[src/rtl/sb_link_tx_if.sv]
// Byte-stream handshake into the sideband transmitter: data/valid from the
// producer, ready back from the link.
interface sb_link_tx_if;
   logic [7:0] tx_data;
   logic       tx_valid;
   logic       tx_ready;

   modport master (output tx_data, output tx_valid, input tx_ready);
   modport slave  (input tx_data, input tx_valid, output tx_ready);
endinterface

[src/rtl/sb_link_tx.sv]
// Sideband link transmitter: disconnect/connect handshake on sbtx/sbrx plus a
// start/data/stop byte serializer. Define SB_PARITY_EN to add an even-parity bit.
module sb_link_tx #(
   parameter int TDISCONNECT_TX_CYC = 50,
   parameter int TCONNECT_RX_CYC    = 25,
   parameter int TDISCONNECT_RX_CYC = 14,
   parameter int CNT_W              = 8
) (
   input  logic          sb_clk,
   input  logic          rst,
   input  logic          enable,
   input  logic          disconnect_req,
   input  logic          sbrx,
   sb_link_tx_if.slave   tx,
   output logic          sbtx,
   output logic          disconnected_s,
   output logic          connected,
   output logic          tx_busy
);

   typedef enum logic [1:0] {
      ST_DISCONNECTED,
      ST_CONNECTING,
      ST_CONNECTED
   } state_t;

`ifdef SB_PARITY_EN
   localparam int FRAME_BITS = 11;
   logic [FRAME_BITS-2:0] payload;
   assign payload = {1'b1, ^tx.tx_data, tx.tx_data};
`else
   localparam int FRAME_BITS = 10;
   logic [FRAME_BITS-2:0] payload;
   assign payload = {1'b1, tx.tx_data};
`endif

   localparam logic [CNT_W-1:0] DIS_MAX  = CNT_W'(TDISCONNECT_TX_CYC - 1);
   localparam logic [CNT_W-1:0] HI_MAX   = CNT_W'(TCONNECT_RX_CYC - 1);
   localparam logic [CNT_W-1:0] LO_MAX   = CNT_W'(TDISCONNECT_RX_CYC - 1);
   localparam logic [3:0]       LAST_BIT = 4'(FRAME_BITS - 1);

   state_t                state_q, state_d;
   logic [CNT_W-1:0]      dis_cnt_q, dis_cnt_d;
   logic [CNT_W-1:0]      hi_cnt_q, hi_cnt_d;
   logic [CNT_W-1:0]      lo_cnt_q, lo_cnt_d;
   logic [3:0]            bit_cnt_q, bit_cnt_d;
   logic [FRAME_BITS-2:0] frame_q, frame_d;
   logic                  sbtx_q, sbtx_d;
   logic                  disc_q, disc_d;
   logic                  conn_q, conn_d;
   logic                  ready_q, ready_d;
   logic                  busy_q, busy_d;
   logic                  lo_hit;

   assign lo_hit = !sbrx && (lo_cnt_q == LO_MAX);

   always_comb begin
      state_d   = state_q;
      dis_cnt_d = dis_cnt_q;
      hi_cnt_d  = hi_cnt_q;
      lo_cnt_d  = lo_cnt_q;
      bit_cnt_d = bit_cnt_q;
      frame_d   = frame_q;
      // Outputs default to the disconnected values; each state overrides.
      sbtx_d    = 1'b0;
      disc_d    = 1'b1;
      conn_d    = 1'b0;
      ready_d   = 1'b0;
      busy_d    = 1'b0;

      case (state_q)
         ST_DISCONNECTED: begin
            if (dis_cnt_q != DIS_MAX) begin
               dis_cnt_d = dis_cnt_q + 1'b1;
            end
            if ((dis_cnt_q == DIS_MAX) && enable) begin
               state_d  = ST_CONNECTING;
               hi_cnt_d = '0;
               sbtx_d   = 1'b1;
               disc_d   = 1'b0;
            end
         end

         ST_CONNECTING: begin
            sbtx_d = 1'b1;
            disc_d = 1'b0;
            if (!enable || disconnect_req) begin
               state_d   = ST_DISCONNECTED;
               dis_cnt_d = '0;
               sbtx_d    = 1'b0;
               disc_d    = 1'b1;
            end else if (sbrx) begin
               if (hi_cnt_q == HI_MAX) begin
                  state_d  = ST_CONNECTED;
                  lo_cnt_d = '0;
                  conn_d   = 1'b1;
                  ready_d  = 1'b1;
               end else begin
                  hi_cnt_d = hi_cnt_q + 1'b1;
               end
            end else begin
               hi_cnt_d = '0;
            end
         end

         ST_CONNECTED: begin
            // A disconnect cause wins over a byte offered in the same cycle.
            if (!enable || disconnect_req || lo_hit) begin
               state_d   = ST_DISCONNECTED;
               dis_cnt_d = '0;
               bit_cnt_d = '0;
            end else begin
               disc_d   = 1'b0;
               conn_d   = 1'b1;
               lo_cnt_d = sbrx ? '0 : lo_cnt_q + 1'b1;
               if (busy_q) begin
                  if (bit_cnt_q == LAST_BIT) begin
                     bit_cnt_d = '0;
                     ready_d   = 1'b1;
                     sbtx_d    = 1'b1;
                  end else begin
                     busy_d    = 1'b1;
                     sbtx_d    = frame_q[0];
                     frame_d   = frame_q >> 1;
                     bit_cnt_d = bit_cnt_q + 4'd1;
                  end
               end else if (tx.tx_valid && ready_q) begin
                  busy_d    = 1'b1;
                  sbtx_d    = 1'b0;
                  frame_d   = payload;
                  bit_cnt_d = '0;
               end else begin
                  ready_d = 1'b1;
                  sbtx_d  = 1'b1;
               end
            end
         end

         default: begin
            state_d   = ST_DISCONNECTED;
            dis_cnt_d = '0;
         end
      endcase
   end

   always_ff @(posedge sb_clk or negedge rst) begin
      if (!rst) begin
         state_q   <= ST_DISCONNECTED;
         dis_cnt_q <= '0;
         hi_cnt_q  <= '0;
         lo_cnt_q  <= '0;
         bit_cnt_q <= '0;
         frame_q   <= '0;
         sbtx_q    <= 1'b0;
         disc_q    <= 1'b1;
         conn_q    <= 1'b0;
         ready_q   <= 1'b0;
         busy_q    <= 1'b0;
      end else begin
         state_q   <= state_d;
         dis_cnt_q <= dis_cnt_d;
         hi_cnt_q  <= hi_cnt_d;
         lo_cnt_q  <= lo_cnt_d;
         bit_cnt_q <= bit_cnt_d;
         frame_q   <= frame_d;
         sbtx_q    <= sbtx_d;
         disc_q    <= disc_d;
         conn_q    <= conn_d;
         ready_q   <= ready_d;
         busy_q    <= busy_d;
      end
   end

   assign sbtx           = sbtx_q;
   assign disconnected_s = disc_q;
   assign connected      = conn_q;
   assign tx_busy        = busy_q;
   assign tx.tx_ready    = ready_q;

endmodule

[src/flat_wrapper.sv]
// flat-port wrapper written by rule: the top's interface ports become plain ports
module sb_link_tx_flat 
#(
   parameter int TDISCONNECT_TX_CYC = 50,
   parameter int TCONNECT_RX_CYC    = 25,
   parameter int TDISCONNECT_RX_CYC = 14,
   parameter int CNT_W              = 8
)
  (sb_clk, rst, enable, disconnect_req, sbrx, sbtx, disconnected_s, connected, tx_busy, tx_tx_data, tx_tx_valid, tx_tx_ready);
  sb_link_tx_if tx_i ();
  input  logic sb_clk;
  input  logic rst;
  input  logic enable;
  input  logic disconnect_req;
  input  logic sbrx;
  output logic sbtx;
  output logic disconnected_s;
  output logic connected;
  output logic tx_busy;
  input wire logic [$bits(tx_i.tx_data)-1:0] tx_tx_data;
  input wire logic [$bits(tx_i.tx_valid)-1:0] tx_tx_valid;
  output wire logic [$bits(tx_i.tx_ready)-1:0] tx_tx_ready;
  assign tx_i.tx_data = tx_tx_data;
  assign tx_i.tx_valid = tx_tx_valid;
  assign tx_tx_ready = tx_i.tx_ready;
  sb_link_tx #(.TDISCONNECT_TX_CYC(TDISCONNECT_TX_CYC), .TCONNECT_RX_CYC(TCONNECT_RX_CYC), .TDISCONNECT_RX_CYC(TDISCONNECT_RX_CYC), .CNT_W(CNT_W)) u_core (.sb_clk(sb_clk), .rst(rst), .enable(enable), .disconnect_req(disconnect_req), .sbrx(sbrx), .tx(tx_i), .sbtx(sbtx), .disconnected_s(disconnected_s), .connected(connected), .tx_busy(tx_busy));
endmodule
[config.mk]
export PLATFORM = sky130hd
export DESIGN_NAME = sb_link_tx_flat
export DESIGN_NICKNAME = d
export VERILOG_FILES = /design/src/rtl/sb_link_tx_if.sv /design/src/rtl/sb_link_tx.sv /design/src/flat_wrapper.sv
export SDC_FILE = /design/constraint.sdc
export NUM_CORES = 1
export LEC_CHECK = 0
export CAP_MARGIN = 20
export CORE_AREA = 2 2 71 73
export DETAILED_ROUTE_END_ITERATION = 16
export DIE_AREA = 0 0 73 75
export PLACE_DENSITY_LB_ADDON = 0.05
export SYNTH_ARGS = -nofsm -noshare
export SYNTH_HDL_FRONTEND = slang
export SYNTH_SLANG_ARGS = --single-unit
[constraint.sdc]
create_clock -name sb_clk -period 2.9 [get_ports sb_clk]
set_clock_uncertainty 0.2 [all_clocks]
set_input_delay 0.58 -clock sb_clk [delete_from_list [all_inputs] [get_ports sb_clk]]
set_output_delay 0.58 -clock sb_clk [all_outputs]
set_load 0.01 [all_outputs]
==> results.yml, run 1 <==
synthesis:
  synth_area_sq_mm: 0.002554
  syn_inst: 249
  async_reset_ff_share_pct: 100.0
  yosys_most_used_dff: "dfrtp_1"
  yosys_warnings: 0
  ys_ff_latch: 44
  avgSynthCellArea_sq_um: 10.26
  synth_nets: 275
  synth-edff-count: 0
  ys_seq_area_share_pct: 43.17
  synth.distinct_cells: 54
floorplan:
  die_h_um: 75
  start_util_pct: 54.79
  io_pins: 19
  dieArea_sq_mm: 0.005475
  core_area_sq_mm: 0.004661
  rows: 25
  die_w_um: 73
grt:
  overflow: 0
  grt_usage_pct: 19.93
  grt_pass1_wl_um: 8652
  grt_max_degree: 21
  grt_antenna_before_repair: 0
  grt_pass1_vias: 1923
layout:
  final_area_sq_mm: 0.002930
  stdcell_count: 331
  final_nets: 302
  drive_gt1_share_pct: 15.88
  final_util_pct: 62.87
  syn2layout_area_growth_pct: 14.75
  antenna_cells: 0
route:
  wl_per_cell_um: 15.04
  drtIter0Drc: 153
  drtAntennaViolNets: 0
  firstDrtPassIters: 4
  drc: 0
  drt-total-wl_um: 4979
  via_per_inst: 6.063
  vias: 2007
power:
  p_clk_share_pct: 26.3
  powerDensity_mw_per_mm2: 526.1
  sw_frac_of_total_pct: 32.72
  pwr-share-comb_pct: 27.0
  cell_internal_pwr_mw: 1.037
  finalPower_mw: 1.542
  vdd_drop_max_mv: 0.3445
  p_leak_nw: 1.330
  pwr-share-seq_pct: 46.7
  power.switching_mw: 0.5045
clocking:
  cts_tree: "yes"
  postCtsSetupBuffers: 0
  cts_buffers: 5
  ctsHtreeMaxLevel: 2
  worstSkewPairLatency_ns: 0.30
  cts_hold_buf: 0
  cts_sinks: 44
  cts_root_buf: "clkbuf_8"
  cts.path.max_buffers: 2
  cts_resized: 0
  clk_pin_slew_worst_paths_ns: 0.10
hold_path:
  hold_path.class: "input port to asynchronous set/reset pin"
timing:
  finalSetupViolations: 0
  fin_ws_ns: 0.5717
  worstMarginPinSlew_ns: 0.5606
  rsz0062_at_grt: "false"
  fmax_ghz: 0.4295
  finalCritPeriodShare_pct: 80.29
  maxSlewHeadroom_pct: 62.23
  hold_violations: 0
  whs_ns: 0.005381
  final.min_clock_period_ns: 2.328
  finalMaxSlewViolations: 0
  finalSetupTns_ns: 0
placed_design:
  post_dp_cell_area_sq_mm: 0.002838
  dp_slack_ns: 0.2866
  hpwlAfterDp_um: 3616
  io_buffers: 18
  dp.cells: 323
  gp_congestion: 0.8589
critical_path:
  start_kind: "flop"
  critPathTopFamily: "flip-flops"
  path_buf_inv: 1
  worstPathRequired_ns: 2.12
  path_class: "flop to output port"
  worstSetupEndpointType: "output port"
  crit_path_cell_trace: "clkdlybuf4s50_1"
  critPathArrivalTime_ns: 1.55
  critPathMaxStageDelay_ns: 0.63
  cp_max_fo: 14
  crit_slowest_cell: "dfrtp_1"
status:
  status: "complete, no violations"
run:
  drv_cap: 0
[state kept, by name (all words and copies together) (netlist names)]
signal / count
u_core.bit_cnt_q: 4
u_core.connected: 1
u_core.dis_cnt_q: 8
u_core.disconnected_s: 1
u_core.frame_q: 9
u_core.hi_cnt_q: 8
u_core.lo_cnt_q: 8
u_core.sbtx: 1
u_core.state_q: 2
u_core.tx.tx_ready: 1
u_core.tx_busy: 1
[logic make-up after synthesis]
| family | after synthesis | synth area share, % |
|---|---|---|
| adders and majority gates | 12 | 5.879 |
| DFF | 44 | 43.17 |
| and+or+nand+nor | 79 | 18.57 |
| muxes | 21 | 9.064 |
| buffers and inverters | 22 | 3.380 |
| AOI/OAI and AO/OA | 71 | 19.94 |
[worst paths after layout]
kind                                        start             endpoint  slack [ns]  cells after the start
min in group sb_clk             u_core.frame_q[8]    u_core.frame_q[8]        0.30                      1
worst min-delay path                          rst   u_core.lo_cnt_q[6]       0.005                      1
worst max register to register  u_core.state_q[1]  u_core.dis_cnt_q[5]        0.59                      6
worst min register to register  u_core.frame_q[8]    u_core.frame_q[8]        0.30                      1
worst max-delay path               u_core.tx_busy              tx_busy        0.57                      1
max in group asynchronous                     rst       u_core.tx_busy        1.91                      2
[cells in the mapped netlist (all sizes together), types with 5 or more instances]
library cell,n,area [sq um]
nand3,14,70.07
nand2b,5,31.28
o21ai,15,75.07
nand2,12,45.04
ha,12,150.1
inv,14,52.55
o2bb2ai,5,43.79
mux2,17,191.4
dfrtp,43,1076
nor2,11,41.29
a21o,5,37.54
a21oi,11,62.56
o31ai,8,60.06
[power groups by stage]
stage                     logic [mW]  clock network, mW  registers [mW]
final                          0.417              0.405           0.720
after global routing           0.473              0.436           0.728
after global placement         0.415                  0           0.730
after detailed placement       0.420                  0           0.732
after floorplan                0.280                  0           0.724
after CTS                      0.420              0.415           0.719
[area by class of cell]
| type | count | area, sq um |
|---|---|---|
| Clock buffer | 6 | 82.58 |
| Clock inverter | 2 | 10.01 |
| Fill cell | 405 | 1730 |
| Inverter | 14 | 52.55 |
| Multi-Input combinational cell | 183 | 1365 |
| Sequential cell | 44 | 1102 |
| Tap cell | 54 | 67.56 |
| Timing Repair Buffer | 28 | 250.2 |
[layer usage]
metal  share of wire [%]  wire (um)  GRT usage (%)  up-vias
met4                0.24         12          4.733        0
met1                  49       2433          27.22      974
met2                  47       2353          33.03       36
met5                   0          0              0        -
met3                 3.6        180          3.748        2
li1                    -          -              -      995
[layout by cell type, fill, tap and decap left out, drive strengths merged, types with 11 or more instances in the layout]
cell type      instances
dfrtp                 43
mux2                  17
clkdlybuf4s50         17
o21ai                 15
inv                   14
nand3                 14
nand2                 12
ha                    12
nor2                  11
buf                   11
a21oi                 11
Note: power is estimated with default switching activity, not from simulation.
==> inputs of run 2 (changes only) <==
--- a/config.mk
+++ b/config.mk
@@ -6,9 +6,9 @@
 export NUM_CORES = 1
 export LEC_CHECK = 0
 export CAP_MARGIN = 20
-export CORE_AREA = 2 2 71 73
+export CORE_AREA = 2 2 73 75
 export DETAILED_ROUTE_END_ITERATION = 16
-export DIE_AREA = 0 0 73 75
+export DIE_AREA = 0 0 75 77
 export PLACE_DENSITY_LB_ADDON = 0.05
 export SYNTH_ARGS = -nofsm -noshare
 export SYNTH_HDL_FRONTEND = slang
==> constraint.sdc (replaced) <==
create_clock -name sb_clk -period 2.02 [get_ports sb_clk]
set_clock_uncertainty 0.2 [all_clocks]
set_input_delay 0.404 -clock sb_clk [delete_from_list [all_inputs] [get_ports sb_clk]]
set_output_delay 0.404 -clock sb_clk [all_outputs]
set_load 0.01 [all_outputs]
==> run 2 against run 1 <==
Against the previous run: the run now ends with setup timing left; highest routed layer unchanged; die area is 5.5% higher; sequential power rose by 40%; largest cell class unchanged; register-to-register slack worse by 0.61 ns; non-clock buffer count is 49 higher; worst hold slack gained 0.30 ns; worst setup slack got worse by 0.59 ns; sequential share of layout area fell by 6.8 points; power grew 74%; sequential cell count stayed put; wire length grew 20%.
==> results.yml, run 2 (synthesis results as in run 1) <==
status:
  status: "finished, violations left"
  failed_checks: "setup timing"
critical_path:
  crit_path_cell_trace: "ha_1, nor4b_4, buf_4, a21o_4, a21oi_4, buf_12, mux2_2"
  worstSetupEndpointType: "flop"
  start_kind: "flop"
  path_class: "flop to flop"
  critPathArrivalTime_ns: 2.03
  path_buf_inv: 2
  cp_max_fo: 9
  worstPathRequired_ns: 2.02
  critPathMaxStageDelay_ns: 0.39
  crit_slowest_cell: "dfrtp_1"
  critPathTopFamily: "flip-flops"
placed_design:
  io_buffers: 18
  hpwlAfterDp_um: 4198
  gp_congestion: 0.8398
  dp_slack_ns: -0.4259
  dp.cells: 379
  post_dp_cell_area_sq_mm: 0.003178
route:
  vias: 2213
  drt-total-wl_um: 5982
  drc: 0
  drtAntennaViolNets: 0
  via_per_inst: 5.588
  wl_per_cell_um: 15.11
  drtIter0Drc: 92
  firstDrtPassIters: 4
floorplan:
  dieArea_sq_mm: 0.005775
  io_pins: 19
  die_h_um: 77
  core_area_sq_mm: 0.004977
  rows: 26
  die_w_um: 75
  start_util_pct: 51.31
layout:
  regMostFlops: "u_core.frame_q"
  antenna_cells: 0
  final_area_sq_mm: 0.003578
  layout_common_cells: "53 x buf_4, 43 x dfrtp_1, 17 x mux2_2, 14 x clkdlybuf4s50_1, 13 x nand3_1"
  syn2layout_area_growth_pct: 40.13
  largest_register_ffs: 9
  final_nets: 351
  fill_cells: 366
  drive_gt1_share_pct: 37.73
  layout_commonest_cell: "buf_4"
  final_util_pct: 71.90
  stdcell_count: 396
timing:
  rsz0062_at_grt: "true"
  finalMaxSlewViolations: 0
  worstMarginPinSlew_ns: 0.4334
  finalSetupViolations: 8
  finalSetupTns_ns: -0.09632
  finalCritPeriodShare_pct: 100.8
  fmax_ghz: 0.4913
  fin_ws_ns: -0.01556
  final.min_clock_period_ns: 2.036
  maxSlewHeadroom_pct: 71.11
  whs_ns: 0.3088
  hold_violations: 0
run:
  drv_cap: 0
clocking:
  cts_tree: "yes"
  cts.path.max_buffers: 2
  ctsHtreeMaxLevel: 2
  worstSkewPairLatency_ns: 0.30
  clk_pin_slew_worst_paths_ns: 0.09
  cts_root_buf: "clkbuf_8"
  cts_sinks: 44
  cts_buffers: 5
grt:
  grt_antenna_before_repair: 0
  grt_max_degree: 29
  grt_usage_pct: 21.64
  grt_pass1_vias: 2174
  grt_pass1_wl_um: 9729
  overflow: 0
power:
  vdd_drop_max_mv: 0.4929
  powerDensity_mw_per_mm2: 749.7
  p_leak_nw: 1.644
  finalPower_mw: 2.683
hold_path:
  hold_path.class: "flop to flop"
==> run 2: cell types whose count changed in the layout (fill, tap and decap cells not counted), sizes merged <==
cell / before / now
dlygate4sd3: 0 / 1
bufinv: 0 / 1
clkdlybuf4s50: 17 / 14
clkinv: 2 / 1
buf: 11 / 59
clkbuf: 6 / 5
dlymetal6s2s: 0 / 3
clkinvlp: 0 / 1
==> run 2: layout make-up <==
class	instances	area (sq um)	area share, %
multi-input combinational	183	1567	43.78
timing repair buffer	77	658.1	18.39
sequential	44	1102	30.80
clock inverter	3	42.54	1.189
clock buffer	5	68.82	1.923
tap	70	87.58	2.448
inverter	14	52.55	1.469
==> run 2: worst paths after layout <==
check	from	endpoint	slack [ns]	depth (start not counted)
worst max-delay path	u_core.lo_cnt_q[0]	u_core.frame_q[6]	-0.02	7
worst min-delay path	u_core.frame_q[2]	u_core.frame_q[2]	0.31	1
worst max register to register	u_core.lo_cnt_q[0]	u_core.frame_q[6]	-0.02	7
worst min register to register	u_core.frame_q[2]	u_core.frame_q[2]	0.31	1
max in group asynchronous	rst	u_core.disconnected_s	0.68	3
min in group asynchronous	rst	u_core.lo_cnt_q[7]	0.38	2
==> run 2: worst register-to-register path: cells and delay by family (launching register included) <==
family	cells	cell delay [ns]
buf+inv	2	0.30
flops	1	0.39
compound gates	2	0.36
simple gates	1	0.14
mux	1	0.33
fa+ha+maj	1	0.21
==> run 2: metal layers <==
metal	GRT usage (%)	wire [um]	part of all wire [%]	vias up
met5	0	0	0	-
met4	6.964	82	1.4	0
met3	3.548	146	2.4	6
met2	34.82	2922	49	37
met1	29.37	2830	47	1077
li1	-	-	-	1093
==> run 2: where the power goes <==
group | leakage [nW] | internal (mW) | switching, mW
combinational | 1.02 | 0.483 | 0.496
clock | 0.0541 | 0.366 | 0.324
sequential | 0.574 | 0.959 | 0.0549
==> run 2: what timing repair did <==
action                                  in CTS  in global routing
buffers inserted                             1                  6
endpoints found under the setup margin      14                 29
endpoints found under the hold margin       16                  0
pin swaps                                    0                  8
hold buffers                                 1                  0
cloned                                       0                  1
resized for setup                            4                 45
